## config.mk

```make
export PLATFORM = sky130hd
export DESIGN_NAME = p_bit
export DESIGN_NICKNAME = d
export VERILOG_FILES = /design/src/rtl/p_bit.sv
export SDC_FILE = /design/constraint.sdc
export NUM_CORES = 1
export LEC_CHECK = 0
export BUFFER_PORTS_ARGS = -buffer_cell sky130_fd_sc_hd__buf_2
export CAP_MARGIN = 20
export CORE_ASPECT_RATIO = 1.4
export CORE_UTILIZATION = 54
export CTS_CLUSTER_DIAMETER = 50
export DETAILED_ROUTE_END_ITERATION = 8
export PLACE_DENSITY = 0.86
export SLEW_MARGIN = 15
export SYNTH_ARGS = -nofsm -noshare
export SYNTH_HDL_FRONTEND = slang
export SYNTH_SLANG_ARGS = --single-unit
```

## constraint.sdc

```tcl
create_clock -name CLK -period 5.35 [get_ports CLK]
set_input_delay 0.8025 -clock CLK [delete_from_list [all_inputs] [get_ports CLK]]
set_output_delay 0.8025 -clock CLK [all_outputs]
set_load 0.02 [all_outputs]
```

## src/rtl/p_bit.sv

```systemverilog
// p-bit cell (LFSR-driven stochastic binary neuron) with its sign-magnitude
// fixed-point multiplier and adder, plus a thin top that exposes all three.

module qmult #(
  parameter int Q = 2,
  parameter int N = 7
) (
  input  logic [N-1:0] i_multiplicand,
  input  logic [N-1:0] i_multiplier,
  output logic [N-1:0] o_result,
  output logic         ovr
);
  localparam int M = N - 1;

  logic [2*M-1:0] prod;
  logic [2*M-1:0] shifted;
  logic [M-1:0]   mag;

  always_comb begin
    prod     = {{M{1'b0}}, i_multiplicand[M-1:0]} * {{M{1'b0}}, i_multiplier[M-1:0]};
    shifted  = prod >> Q;
    ovr      = |shifted[2*M-1:M];
    mag      = ovr ? '1 : shifted[M-1:0];
    // Zero magnitude is always reported as +0.
    o_result = {(|mag) & (i_multiplicand[N-1] ^ i_multiplier[N-1]), mag};
  end
endmodule

module qadd #(
  parameter int Q = 2,
  parameter int N = 7
) (
  input  logic [N-1:0] a,
  input  logic [N-1:0] b,
  output logic [N-1:0] c,
  output logic         ovr
);
  localparam int M = N - 1;

  logic [M-1:0] am;
  logic [M-1:0] bm;
  logic [M:0]   sum;
  logic [M-1:0] mag;
  logic         sgn;

  always_comb begin
    am  = a[M-1:0];
    bm  = b[M-1:0];
    sum = {1'b0, am} + {1'b0, bm};
    ovr = 1'b0;
    mag = '0;
    sgn = 1'b0;
    if (a[N-1] == b[N-1]) begin
      ovr = sum[M];
      mag = sum[M] ? '1 : sum[M-1:0];
      sgn = a[N-1];
    end else if (am >= bm) begin
      mag = am - bm;
      sgn = a[N-1];
    end else begin
      mag = bm - am;
      sgn = b[N-1];
    end
    c = {sgn & (|mag), mag};
  end
endmodule

module pbit #(
  parameter logic [31:0] INIT = 32'd1
) (
  input  logic       CLK,
  input  logic       RST,
  input  logic [6:0] z,
  input  logic       en,
  output logic       pbit_val
);
  localparam logic [31:0] SEED = (INIT == 32'd0) ? 32'd1 : INIT;
  localparam logic [31:0] TAPS = 32'h80200003;

  logic [31:0] lfsr;
  logic [15:0] lut_t;
  logic [16:0] neg_t;
  logic [15:0] thresh;

  // round(32768*(1+tanh(m/4))) for magnitude m, saturating at 65535 from m=22.
  function automatic logic [15:0] tanh_lut(input logic [5:0] m);
    case (m)
      6'd0:    tanh_lut = 16'd32768;
      6'd1:    tanh_lut = 16'd40793;
      6'd2:    tanh_lut = 16'd47911;
      6'd3:    tanh_lut = 16'd53581;
      6'd4:    tanh_lut = 16'd57724;
      6'd5:    tanh_lut = 16'd60565;
      6'd6:    tanh_lut = 16'd62428;
      6'd7:    tanh_lut = 16'd63615;
      6'd8:    tanh_lut = 16'd64357;
      6'd9:    tanh_lut = 16'd64816;
      6'd10:   tanh_lut = 16'd65097;
      6'd11:   tanh_lut = 16'd65269;
      6'd12:   tanh_lut = 16'd65374;
      6'd13:   tanh_lut = 16'd65438;
      6'd14:   tanh_lut = 16'd65476;
      6'd15:   tanh_lut = 16'd65500;
      6'd16:   tanh_lut = 16'd65514;
      6'd17:   tanh_lut = 16'd65523;
      6'd18:   tanh_lut = 16'd65528;
      6'd19:   tanh_lut = 16'd65531;
      6'd20:   tanh_lut = 16'd65533;
      6'd21:   tanh_lut = 16'd65534;
      default: tanh_lut = 16'd65535;
    endcase
  endfunction

  always_comb begin
    lut_t  = tanh_lut(z[5:0]);
    neg_t  = 17'h10000 - {1'b0, lut_t};
    thresh = lut_t;
    if (z[6])
      thresh = neg_t[16] ? 16'hFFFF : neg_t[15:0];
  end

  // LFSR free-runs regardless of en; the compare uses the pre-advance value.
  always_ff @(posedge CLK or posedge RST) begin
    if (RST) begin
      lfsr     <= SEED;
      pbit_val <= 1'b0;
    end else begin
      lfsr <= {1'b0, lfsr[31:1]} ^ (lfsr[0] ? TAPS : '0);
      if (en)
        pbit_val <= (lfsr[15:0] < thresh);
    end
  end
endmodule

module p_bit #(
  parameter logic [31:0] INIT = 32'd1
) (
  input  logic       CLK,
  input  logic       RST,
  input  logic [6:0] z,
  input  logic       en,
  output logic       pbit_val,
  input  logic [6:0] mult_a,
  input  logic [6:0] mult_b,
  output logic [6:0] mult_result,
  output logic       mult_ovr,
  input  logic [6:0] add_a,
  input  logic [6:0] add_b,
  output logic [6:0] add_c,
  output logic       add_ovr
);
  pbit #(.INIT(INIT)) u_pbit (
    .CLK      (CLK),
    .RST      (RST),
    .z        (z),
    .en       (en),
    .pbit_val (pbit_val)
  );

  qmult #(.Q(2), .N(7)) u_qmult (
    .i_multiplicand (mult_a),
    .i_multiplier   (mult_b),
    .o_result       (mult_result),
    .ovr            (mult_ovr)
  );

  qadd #(.Q(2), .N(7)) u_qadd (
    .a   (add_a),
    .b   (add_b),
    .c   (add_c),
    .ovr (add_ovr)
  );
endmodule

```

==> qor.yml, run 1 <==
run_status:
  outcome: "finished clean"
flow_run:
  maxCapViolCount: 0
critical_path:
  worstPathRequired_ns: 4.55
  reg2reg_slack_ns: 3.21
  end_kind: "output port"
  worst-setup-path-type: "in -> out"
  startpoint_type: "input pin"
  path_max_fanout: 8
  arrival_ns: 4.48
finish:
  syn_to_final_growth_pct: 14.8
  layout-drive-gt1-share_pct: 19.3
  fillers: 595
  n_antenna_cell: 0
  final_area_um2: 4640
  fin_nets: 628
drt:
  route.detailed.drc: 0
  first_pass_iters: 4
  drt_wl_total_mm: 9.08
  first_iter_violations: 138
  final_antenna_net_count: 0
  vias: 3465
  wl_per_cell_um: 14.9
  drt-vias-per-instance: 5.69
synthesis:
  synth-adder-area-share_pct: 27.6
  synth_top_area_share_pct: 19.8
  seq_area_frac_synth_pct: 20.5
  async_flop_share_pct: 100
  synth-simple-area-share_pct: 19.4
  synth-edff-count: 0
  synth_flop_cell: "dfrtp_1"
  mappedNetlistArea_um2: 4040
  ys_top_cells_by_area: "dfrtp_1, ha_1, fa_1"
  synth-seq-cells: 33
  synthCells: 452
  synth_top_cell_by_area: "dfrtp_1"
  synth_cell_types: 72
  synth-compound-area-share_pct: 18.4
  yosysWarnings: 0
  synth-xor-area-share_pct: 4.56
  synth_top_family_by_area: "adder cells"
  synth.mux.area_fraction_pct: 3.25
  syn_avg_cell_area_um2: 8.93
  yosysMostFrequentCell: "ha_1"
  yosys-top-cells-count: "ha_1, inv_1, nand2_1, dfrtp_1, a21oi_1"
  syn-num-nets: 567
die:
  die-width_um: 75.1
  core-area_um2: 7120
  die_area_um2: 7830
  die_h_um: 104
  rows: 36
  io_pins: 55
  start_util_pct: 56.7
placed_design:
  placed_area_um2: 4480
  hpwl_mm: 7.27
  gp_congestion: 0.907
  portBuffers: 54
sta:
  setup_viol: 0
  period_minus_slack_ns: 5.28
  rsz0062_at_grt: "yes"
  slew_headroom_pct: 51.9
  period_share_pct: 98.7
  worstMarginPinSlew_ns: 0.712
  slew_viol_final: 0
  finalClockSkew_ns: 0.00417
  hold_viol: 0
  fmaxAchievable_mhz: 189
clocking:
  cts_setup_buffers: 0
  cts.sinks: 33
  clkLatencyLatePin_ns: 0.27
  cts_tree: "done"
  ctsHoldBuffers: 0
  cts_buffers: 5
  clockBufferDepth: 2
  path_clk_slew_ns: 0.06
  h-tree-depth: 2
  cts-root-buf: "clkbuf_8"
global_routing:
  antenna_found_initial: 0
  grt_max_degree: 27
  grt_overflow: 0
  grt_pass1_wl_mm: 15.0
  track_usage_pct: 24.1
  grt_pass1_vias: 3537
power:
  total_power_w: 0.000973
  peakVddDrop_mv: 0.125
  powerDensity_nw_per_um2: 210
  leakagePower_nw: 2.29
worst_hold_path:
  hp-class: "reg -> reg"
==> per-layer routing <==
layer / global-route usage (%) / part of all wire [%] / vias to the layer above
li1: - / - / 1679
met1: 27.5 / 41 / 1675
met2: 44.1 / 55 / 87
met3: 3.00 / 2.5 / 24
met4: 8.89 / 2.1 / 0
met5: 0 / 0 / -
==> through the flow <==
stage               util, %  worst slack [ns]  std cells  hold WS [ns]  TNS, ns
finish                 65.1            0.0698        609         0.347        0
global route           65.1           -0.0578        609         0.362   -0.358
CTS                    64.6           0.00855        609         0.349        0
detailed placement     63.0            -0.160        601         0.336    -1.14
global placement       62.6           -0.0378        600         0.338   -0.199
floorplan                 -            0.0922        452         0.331        0
==> power by group <==
group / switching (W) / leakage (nW) / internal (W)
Sequential: 0.000000279 / 0.454 / 0.000250
Clock: 0.0000759 / 0.0395 / 0.0000922
Combinational: 0.000317 / 1.80 / 0.000237
Total: 0.000393 / 2.29 / 0.000580
==> placed cells by master, fill, tap and decap left out, types with 5 or more instances in the layout <==
cell,count
a21oi_1,27
and2_1,28
buf_2,53
buf_4,8
clkbuf_8,5
dfrtp_1,32
fa_1,18
ha_1,54
inv_1,53
mux2i_1,6
nand2_1,36
nand2b_1,15
nor2_1,20
nor2b_1,7
nor3_1,7
o211ai_1,5
o21ai_0,18
xnor2_1,12
xor2_1,9
==> cell families after synthesis <==
logic type,count (synthesis)
and+or+nand+nor,145
xor gates and xnor gates,21
DFF,33
adders and majority gates,77
muxes,11
AOI/OAI and AO/OA,102
buffers and inverters,63
==> layout make-up <==
class	instances	area (um2)	area share, %
Clock buffer	8	80.1	1.73
Inverter	53	199	4.29
Multi-Input combinational cell	356	3040	65.5
Sequential cell	33	827	17.8
Tap cell	95	119	2.56
Timing Repair Buffer	64	375	8.10
==> timing repair <==
| action | CTS | global route |
|---|---|---|
| endpoints found under the hold margin | 0 | 0 |
| gates resized for setup | 6 | 10 |
| endpoints found under the setup margin | 8 | 8 |
| pin swaps | 10 | 6 |
==> worst max-delay path: stages <==
cell and delay [ns]:
buf_2 0.12, buf_4 0.14, and2_1 0.14, fa_1 0.48
fa_1 0.55, inv_1 0.05, fa_1 0.52, inv_1 0.06
ha_4 0.27, inv_1 0.06, o21bai_1 0.16, a21oi_2 0.09
mux2_4 0.32, nor4_4 0.30, buf_6 0.17, nand2b_1 0.07
buf_2 0.16
==> registers in the layout, indices dropped and copies added, names as in the netlist <==
register,count
u_pbit.pbit_val,1
u_pbit.lfsr,32
==> worst paths after layout <==
check                           startpoint               to  cells past startpoint
max in group asynchronous              RST   u_pbit.lfsr[0]                      3
min                        u_pbit.lfsr[16]  u_pbit.lfsr[15]                      0
max                              mult_a[3]   mult_result[1]                     17
max reg2reg                 u_pbit.lfsr[9]  u_pbit.pbit_val                      8
min in group asynchronous              RST   u_pbit.lfsr[7]                      2
min reg2reg                u_pbit.lfsr[16]  u_pbit.lfsr[15]                      0
Power figures use the tool's default switching activity.
==> run 2, diff against run 1 <==
--- a/config.mk
+++ b/config.mk
@@ -12,6 +12,7 @@
 export CTS_CLUSTER_DIAMETER = 50
 export DETAILED_ROUTE_END_ITERATION = 8
 export PLACE_DENSITY = 0.86
+export REMOVE_ABC_BUFFERS = 1
 export SLEW_MARGIN = 15
 export SYNTH_ARGS = -nofsm -noshare
 export SYNTH_HDL_FRONTEND = slang
==> qor.yml, run 2 (synthesis results as in run 1) <==
placed_design:
  dpl_worst_slack_ns: -0.127
  portBuffers: 54
  gp_congestion: 0.857
  hpwl_mm: 6.97
  placed_area_um2: 4450
finish:
  syn_to_final_growth_pct: 15.6
  top_regs: "u_pbit.lfsr x32, u_pbit.pbit_val x1"
  final_core_util_pct: 65.6
  fin_nets: 631
  fillers: 586
  regArea_um2: 827
  layout-drive-gt1-share_pct: 20.9
  n_antenna_cell: 0
  regMostFlops: "u_pbit.lfsr"
  mostFrequentLayoutCells: "ha_1, inv_1, buf_2, nand2_1, dfrtp_1"
  final_area_um2: 4670
  final_common_cell: "ha_1"
  largest_reg_flops: 32
  multi_input_area_um2: 3050
critical_path:
  reg2reg_slack_ns: 3.21
  worstPathRequired_ns: 4.55
  path_max_fanout: 8
  crit_start: "mult_b[2]"
  timing.rr.start: "u_pbit.lfsr[9]"
  startpoint_type: "input pin"
  end_kind: "output port"
  arrival_ns: 4.51
  r2r_end: "u_pbit.pbit_val"
  reg2reg_depth: 8
  endpoint: "mult_result[2]"
  worst-setup-path-type: "in -> out"
power:
  leakagePower_nw: 2.31
  powerDensity_nw_per_um2: 214
  peakVddDrop_mv: 0.145
die:
  rows: 36
  start_util_pct: 56.7
  die-width_um: 75.1
  io_pins: 55
  die_area_um2: 7830
  die_h_um: 104
  core-area_um2: 7120
clocking:
  cts_tree: "done"
  cts-root-buf: "clkbuf_8"
  clkLatencyLatePin_ns: 0.28
  cts_buffers: 5
  ctsHoldBuffers: 0
  path_clk_slew_ns: 0.06
  h-tree-depth: 2
  cts.sinks: 33
  clockBufferDepth: 2
drt:
  first_iter_violations: 151
  wl_per_cell_um: 14.6
  drt_wl_total_mm: 8.95
  drt-vias-per-instance: 5.73
  first_pass_iters: 4
  route.detailed.drc: 0
  vias: 3504
  final_antenna_net_count: 0
sta:
  period_minus_slack_ns: 5.31
  worst_slack_ns: 0.0374
  finalClockSkew_ns: 0.00586
  slew_viol_final: 0
  setup_tns_ns: 0
  slew_headroom_pct: 53.8
  fmaxAchievable_mhz: 188
  setup_viol: 0
  worstMarginPinSlew_ns: 0.685
  period_share_pct: 99.3
  hold_viol: 0
worst_hold_path:
  hp-class: "reg -> reg"
global_routing:
  grt_overflow: 0
  track_usage_pct: 23.3
  antenna_found_initial: 0
  grt_pass1_wl_mm: 14.6
  grt_pass1_vias: 3523
  grt_max_degree: 34
run_status:
  outcome: "finished clean"
flow_run:
  maxCapViolCount: 0
## run 2: metrics by stage
stage	hold WS (ns)	instances	power (W)
2_1_floorplan	0.331	442	0.000596
3_3_place_gp	0.336	601	0.000724
3_5_place_dp	0.336	601	0.000742
4_1_cts	0.350	610	0.000938
5_1_grt	0.352	612	0.00108
6_report	0.347	612	0.000999
## run 2: worst max-delay path, stage by stage
cell and delay, ns:
buf_2 0.13, and2_4 0.16, fa_1 0.53, inv_1 0.05, fa_1 0.45, fa_1 0.49, inv_1 0.06, ha_4 0.22
buf_4 0.14, a21oi_2 0.14, o21bai_1 0.09, a21oi_1 0.21, mux2_4 0.34, nor4_4 0.28, buf_6 0.17, nand2b_1 0.09
buf_6 0.14
## run 2: worst min path at each step
stage,startpoint,endpoint,slack (ns),cells past startpoint
final,u_pbit.lfsr[27],u_pbit.lfsr[26],0.35,0
after global routing,u_pbit.lfsr[27],u_pbit.lfsr[26],0.35,0
after detailed placement,u_pbit.lfsr[23],u_pbit.lfsr[22],0.34,0
after floorplan,u_pbit.lfsr[16],u_pbit.lfsr[15],0.33,0
after global placement,u_pbit.lfsr[21],u_pbit.lfsr[20],0.34,0
after CTS,u_pbit.lfsr[27],u_pbit.lfsr[26],0.35,0
## run 2: power breakdown
group / total [W] / internal [W] / leakage [nW] / switching, W
clock network: 0.000172 / 0.0000894 / 0.0439 / 0.0000824
logic: 0.000577 / 0.000255 / 1.81 / 0.000322
registers: 0.000250 / 0.000250 / 0.454 / 0.000000205
total: 0.000999 / 0.000595 / 2.31 / 0.000405
## run 2: metal layers
layer / GRT usage, % / routed length [um] / vias to the layer above
li1: - / - / 1689
met1: 25.8 / 3560 / 1671
met2: 42.4 / 4790 / 112
met3: 3.68 / 311 / 32
met4: 9.43 / 286 / 0
met5: 0 / 0 / -
## run 2: timing repair
item / 4_1_cts / 5_1_grt
setup buffers: 1 / 2
resized for setup: 5 / 19
pin swaps: 4 / 13
endpoints found under the setup margin: 8 / 8
## run 2: area by class of cell
type / instances / share of cell area, %
clock inverters: 3 / 0.375
repair buffers: 67 / 8.34
inverters: 53 / 4.26
flip-flops and latches: 33 / 17.7
multi-input cells: 356 / 65.3
well taps: 95 / 2.55
clock buffers: 5 / 1.47
